$ cat src/rtl/jogo_pkg.sv
// jogo_pkg: definitions shared by the memory-game input stage.
//   estado_t - detector FSM state codes (also shown on the HEX debug display)
//   one_hot4 - 1 when exactly one bit of a 4-bit vector is set
package jogo_pkg;

  typedef enum logic [3:0] {
    ESPERA   = 4'h1,
    REGISTRA = 4'h2,
    INVALIDA = 4'h3,
    SOLTAR   = 4'h4
  } estado_t;

  function automatic logic one_hot4(input logic [3:0] v);
    return (v != 4'b0000) && ((v & (v - 4'd1)) == 4'b0000);
  endfunction

endpackage

$ cat src/rtl/debouncer_botoes.sv
// debouncer_botoes: 2-flop synchronizer plus stability counter for 4 buttons.
//   clock   - system clock, rising edge
//   reset   - asynchronous, active-low
//   botoes  - raw push-buttons, 1 = pressed
//   estavel - button vector after it stayed unchanged for DEBOUNCE_CYCLES
//             consecutive synchronized samples
module debouncer_botoes #(
  parameter int unsigned DEBOUNCE_CYCLES = 50000
) (
  input  logic       clock,
  input  logic       reset,
  input  logic [3:0] botoes,
  output logic [3:0] estavel
);

  localparam int unsigned    CW      = $clog2(DEBOUNCE_CYCLES);
  localparam logic [CW-1:0]  CNT_MAX = CW'(DEBOUNCE_CYCLES - 1);

  logic [3:0]    sinc1_q, sinc1_d;
  logic [3:0]    sinc_q,  sinc_d;
  logic [3:0]    cand_q,  cand_d;
  logic [CW-1:0] cnt_q,   cnt_d;
  logic [3:0]    estavel_q, estavel_d;

  always_comb begin
    sinc1_d   = botoes;
    sinc_d    = sinc1_q;
    cand_d    = cand_q;
    cnt_d     = cnt_q;
    estavel_d = estavel_q;
    if (sinc_q != cand_q) begin
      cand_d = sinc_q;
      cnt_d  = '0;
    end else begin
      if (cnt_q != CNT_MAX) begin
        cnt_d = cnt_q + 1'b1;
      end
      // Accept on the edge the count reaches its ceiling, so the candidate
      // has been seen DEBOUNCE_CYCLES times in a row (load sample included).
      if (cnt_d == CNT_MAX) begin
        estavel_d = cand_q;
      end
    end
  end

  always_ff @(posedge clock or negedge reset) begin
    if (!reset) begin
      sinc1_q   <= '0;
      sinc_q    <= '0;
      cand_q    <= '0;
      cnt_q     <= '0;
      estavel_q <= '0;
    end else begin
      sinc1_q   <= sinc1_d;
      sinc_q    <= sinc_d;
      cand_q    <= cand_d;
      cnt_q     <= cnt_d;
      estavel_q <= estavel_d;
    end
  end

  assign estavel = estavel_q;

endmodule

$ cat src/rtl/detector_jogada.sv
// detector_jogada: classifies debounced button presses for the memory game.
//   clock           - system clock, rising edge
//   reset           - asynchronous, active-low
//   botoes          - raw push-buttons, 1 = pressed
//   habilita        - 1 = control unit accepts new plays
//   jogada          - last accepted one-hot play (held between plays)
//   jogada_feita    - one-cycle strobe, valid play captured
//   jogada_invalida - one-cycle strobe, more than one button pressed
//   db_estado       - current FSM state code for the debug display
module detector_jogada
  import jogo_pkg::*;
#(
  parameter int unsigned DEBOUNCE_CYCLES = 50000
) (
  input  logic       clock,
  input  logic       reset,
  input  logic [3:0] botoes,
  input  logic       habilita,
  output logic [3:0] jogada,
  output logic       jogada_feita,
  output logic       jogada_invalida,
  output logic [3:0] db_estado
);

  logic [3:0] estavel;

  debouncer_botoes #(
    .DEBOUNCE_CYCLES(DEBOUNCE_CYCLES)
  ) u_debouncer (
    .clock   (clock),
    .reset   (reset),
    .botoes  (botoes),
    .estavel (estavel)
  );

  estado_t    estado_q, estado_d;
  logic [3:0] jogada_q, jogada_d;

  always_comb begin
    estado_d = estado_q;
    jogada_d = jogada_q;
    case (estado_q)
      ESPERA: begin
        // A press seen while disabled goes straight to SOLTAR so it can never
        // be captured later, even if habilita rises while still held.
        if (estavel != 4'b0000) begin
          if (!habilita)               estado_d = SOLTAR;
          else if (one_hot4(estavel))  estado_d = REGISTRA;
          else                         estado_d = INVALIDA;
        end
      end
      REGISTRA: begin
        jogada_d = estavel;
        estado_d = SOLTAR;
      end
      INVALIDA: estado_d = SOLTAR;
      SOLTAR: begin
        if (estavel == 4'b0000) estado_d = ESPERA;
      end
      default: estado_d = ESPERA;
    endcase
  end

  always_ff @(posedge clock or negedge reset) begin
    if (!reset) begin
      estado_q <= ESPERA;
      jogada_q <= '0;
    end else begin
      estado_q <= estado_d;
      jogada_q <= jogada_d;
    end
  end

  assign jogada          = jogada_q;
  assign jogada_feita    = (estado_q == REGISTRA);
  assign jogada_invalida = (estado_q == INVALIDA);
  assign db_estado       = estado_q;

endmodule

$ cat config.mk
export PLATFORM = sky130hd
export DESIGN_NAME = detector_jogada
export DESIGN_NICKNAME = d
export VERILOG_FILES = /design/src/rtl/jogo_pkg.sv /design/src/rtl/debouncer_botoes.sv /design/src/rtl/detector_jogada.sv
export SDC_FILE = /design/constraint.sdc
export NUM_CORES = 1
export LEC_CHECK = 0
export ABC_AREA = 1
export CAP_MARGIN = 20
export CORE_ASPECT_RATIO = 2
export CORE_MARGIN = 2
export CORE_UTILIZATION = 60
export CTS_CLUSTER_SIZE = 25
export DETAILED_ROUTE_END_ITERATION = 10
export PLACE_DENSITY = 0.82
export RECOVER_POWER = 50
export SLEW_MARGIN = 20
export SYNTH_ARGS = -nofsm -noshare
export SYNTH_HDL_FRONTEND = slang
export SYNTH_HIERARCHICAL = 1
export SYNTH_SLANG_ARGS = --single-unit
$ cat constraint.sdc
create_clock -name clock -period 3.95 [get_ports clock]
set_input_delay 0.79 -clock clock [delete_from_list [all_inputs] [get_ports clock]]
set_output_delay 0.79 -clock clock [all_outputs]
set_load 0.01 [all_outputs]
==> results.py <==
metrics = {
    "power": {
        "p_sw_uw": 161,
        "p_int_uw": 538,
        "seqPwrFrac": 0.587,
        "ir_drop_mv": 0.320,
        "p_sw_frac": 0.230,
        "pwr-share-clk": 0.372,
        "power_leakage_uw": 0.00111,
        "p_per_area_nw_per_um2": 297,
        "combPwrFrac": 0.041,
        "power_uw": 699,
    },
    "synthesis": {
        "ys_seq_elements": 39,
        "netlist_instances": 272,
        "syn_nets": 280,
        "ys_warn_count": 6,
        "synth.distinct_cells": 26,
        "ys_seq_area_frac": 0.462,
        "postSynthAreaPerCell_sq_um": 7.77,
        "syn-cell-area_sq_um": 2110,
    },
    "clock_tree": {
        "cts_tree": "done",
        "cts_resized": 0,
        "cts_root_buffer": "clkbuf_8",
        "insertion_delay_ns": 0.29,
        "htreeDepth": 2,
        "cts_buffer_depth": 2,
        "hold_buffers": 0,
        "clkTransAtPathRegs_ns": 0.07,
        "cts_buffers": 5,
        "cts_sinks": 39,
        "post_cts_buffers": 0,
    },
    "final_layout": {
        "finalNetCount": 296,
        "final_cell_count_no_fill": 321,
        "layout-drive-gt1-share": 0.159,
        "insertedDiodeCount": 0,
        "area_growth_pct": 11.4,
    },
    "routing": {
        "drtIter0Drc": 62,
        "ant_nets": 0,
        "drc": 0,
        "first_pass_iters": 4,
        "wire_per_inst_um": 12.3,
        "wl_mm": 3.95,
        "vias": 1693,
        "viasPerCell": 5.27,
    },
    "sta": {
        "worst_slack_ns": 1.38,
        "worst_slew_margin_rel": -0.310,
        "rsz0062_at_grt": "false",
        "min_period_ns": 2.57,
        "finClkSkew_ns": 0.00659,
        "setup_tns_ns": 0,
        "hold_viol": 0,
        "whs_ns": 0.350,
        "max_freq_ghz": 0.389,
        "worst_pin_slew_ns": 1.96,
        "drv_slew": 40,
        "final_min_period_over_clock_period": 0.651,
        "setup_violations": 0,
    },
    "global_routing": {
        "grt_pass1_wl_mm": 6.70,
        "grt_busiest_layer": "met2",
        "gr-usage-met1": 0.227,
        "met2_usage": 0.400,
        "met3_usage": 0.0433,
        "first_global_vias": 1625,
        "gr-total-overflow": 0,
        "grtUsageTotal": 0.233,
        "grt_max_degree": 40,
        "antenna_found_initial": 0,
    },
    "placement": {
        "dp_hpwl_mm": 3.01,
        "dp.cells": 313,
        "pre_cts_ws_ns": 1.85,
        "io_buffers": 15,
        "place_congestion": 0.914,
    },
    "critical_path": {
        "cp-end-kind": "output pin",
        "startpoint_type": "register",
        "crit_path_top_delay_cell": "dfstp_1",
        "r2r_cells": 12,
        "crit_path_end": "jogada_feita",
        "timing.rr.end": "u_debouncer/estavel[1]",
        "r2r_start": "u_debouncer/cnt_q[0]",
        "ff2ff_setup_slack_ns": 2.04,
        "critPathKind": "reg2out",
        "critical_path_buf_inv_count": 3,
        "worstSetupPathDepth": 4,
        "crit_path_cell_trace": "inv_1 -> nand2_1 -> clkinv_1 -> clkdlybuf4s50_1",
        "crit_path_start": "db_estado[0]",
        "cp_max_fo": 8,
        "slowest_delay_ns": 0.59,
        "arrival_ns": 1.78,
        "crit_required_ns": 3.16,
        "critical-path-top-delay-family": "buffers and inverters",
    },
    "die": {
        "pin_count": 17,
        "die_h_um": 88.0,
        "initial_core_util": 0.626,
        "die_w_um": 46.0,
        "rows": 30,
        "core_sq_um": 3380,
        "die_area_sq_um": 4040,
    },
    "min_path": {
        "hold_class": "reg2reg",
    },
    "job": {
        "maxCapViolCount": 1,
    },
    "run_status": {
        "violations": "capacitance limit, slew limit",
        "status": "finished, violations left",
    },
}
kinds of logic after synthesis:
logic type               Yosys count  share of synthesized area
other                              1                    0.00177
flip-flops                        39                      0.462
adder cells (fa/ha/maj)            1                    0.00592
AND/OR/NAND/NOR                  168                      0.383
buffers and inverters             43                     0.0781
XOR/XNOR                           6                     0.0249
AO/OA/AOI/OAI                     14                     0.0438
layout make-up:
class	instances	area, sq um
fill	289	1020
sequential	39	977
multi-input combinational	190	970
timing repair buffer	15	144
inverter	37	139
clock buffer	6	72.6
tap	32	40.0
clock inverter	2	12.5
routing by layer:
metal / up-vias / part of all wire
met1: 764 / 0.35
met2: 49 / 0.56
met4: 0 / 0.057
met5: - / 0
met3: 22 / 0.029
li1: 858 / -
cell usage in the layout (no fill, tap or decap), drive strengths merged, types with 2 or more instances in the layout:
master	n
nor2	54
o21ai	6
o21bai	3
a21oi	5
xor2	3
clkinv	2
nand2	88
dfrtp	38
dlygate4sd3	4
nand3	18
inv	36
clkdlybuf4s50	10
nand4	6
xnor2	3
clkbuf	7
registers in the layout, summed over array words and instances (netlist names):
register / cells
db_estado: 3
jogada: 4
u_debouncer/cand_q: 4
u_debouncer/cnt_q: 16
u_debouncer/estavel: 4
u_debouncer/sinc1_q: 4
u_debouncer/sinc_q: 4
power groups by stage:
stage / combinational (uW) / clock (uW) / sequential (uW)
after floorplan: 16.4 / 0 / 417
after global placement: 29.5 / 0 / 418
after detailed placement: 30.2 / 0 / 418
after CTS: 30.3 / 270 / 410
after global routing: 33.4 / 287 / 411
final: 28.4 / 260 / 410
worst reg2reg max path, delay by kind of cell, from the launching register on:
family          cells  cell delay (ns)
fa+ha+maj           1             0.29
flops               1             0.39
simple gates        9             0.88
buf+inv             1             0.10
compound gates      1             0.13
metrics by stage:
stage	area, sq um	utilization
floorplan	2110	-
global placement	2270	0.673
detailed placement	2270	0.673
CTS	2360	0.698
global route	2350	0.697
finish	2350	0.697
worst min-delay path by stage:
stage	startpoint	end	cells past startpoint	slack (ns)
global route	u_debouncer/sinc1_q[1]	u_debouncer/sinc_q[1]	0	0.36
global placement	u_debouncer/sinc1_q[0]	u_debouncer/sinc_q[0]	0	0.33
floorplan	u_debouncer/sinc1_q[0]	u_debouncer/sinc_q[0]	0	0.33
detailed placement	u_debouncer/sinc1_q[0]	u_debouncer/sinc_q[0]	0	0.33
CTS	u_debouncer/sinc1_q[0]	u_debouncer/sinc_q[0]	0	0.35
finish	u_debouncer/sinc1_q[0]	u_debouncer/sinc_q[0]	0	0.35
Yosys cell counts:
cell	instances	area [sq um]
nand2_2	12	75.1
nor2_2	11	68.8
ha_1	1	12.5
o21ai_1	6	30.0
nand3_1	14	70.1
xor2_1	3	26.3
o21bai_2	1	11.3
nor2_1	37	139
buf_4	1	7.51
a21oi_1	5	25.0
nor3_1	1	5.00
inv_2	4	15.0
dfrtp_1	38	951
nand3b_1	1	7.51
nand2_4	2	22.5
xnor2_1	3	26.3
clkbuf_1	5	18.8
o21bai_1	1	7.51
o21bai_4	1	18.8
nor2_4	6	67.6
conb_1	1	3.75
nand2_1	74	278
inv_1	33	124
nand4_1	6	37.5
dfstp_2	1	26.3
nand3_2	4	40.0
Note: power is estimated with default switching activity, not from simulation.
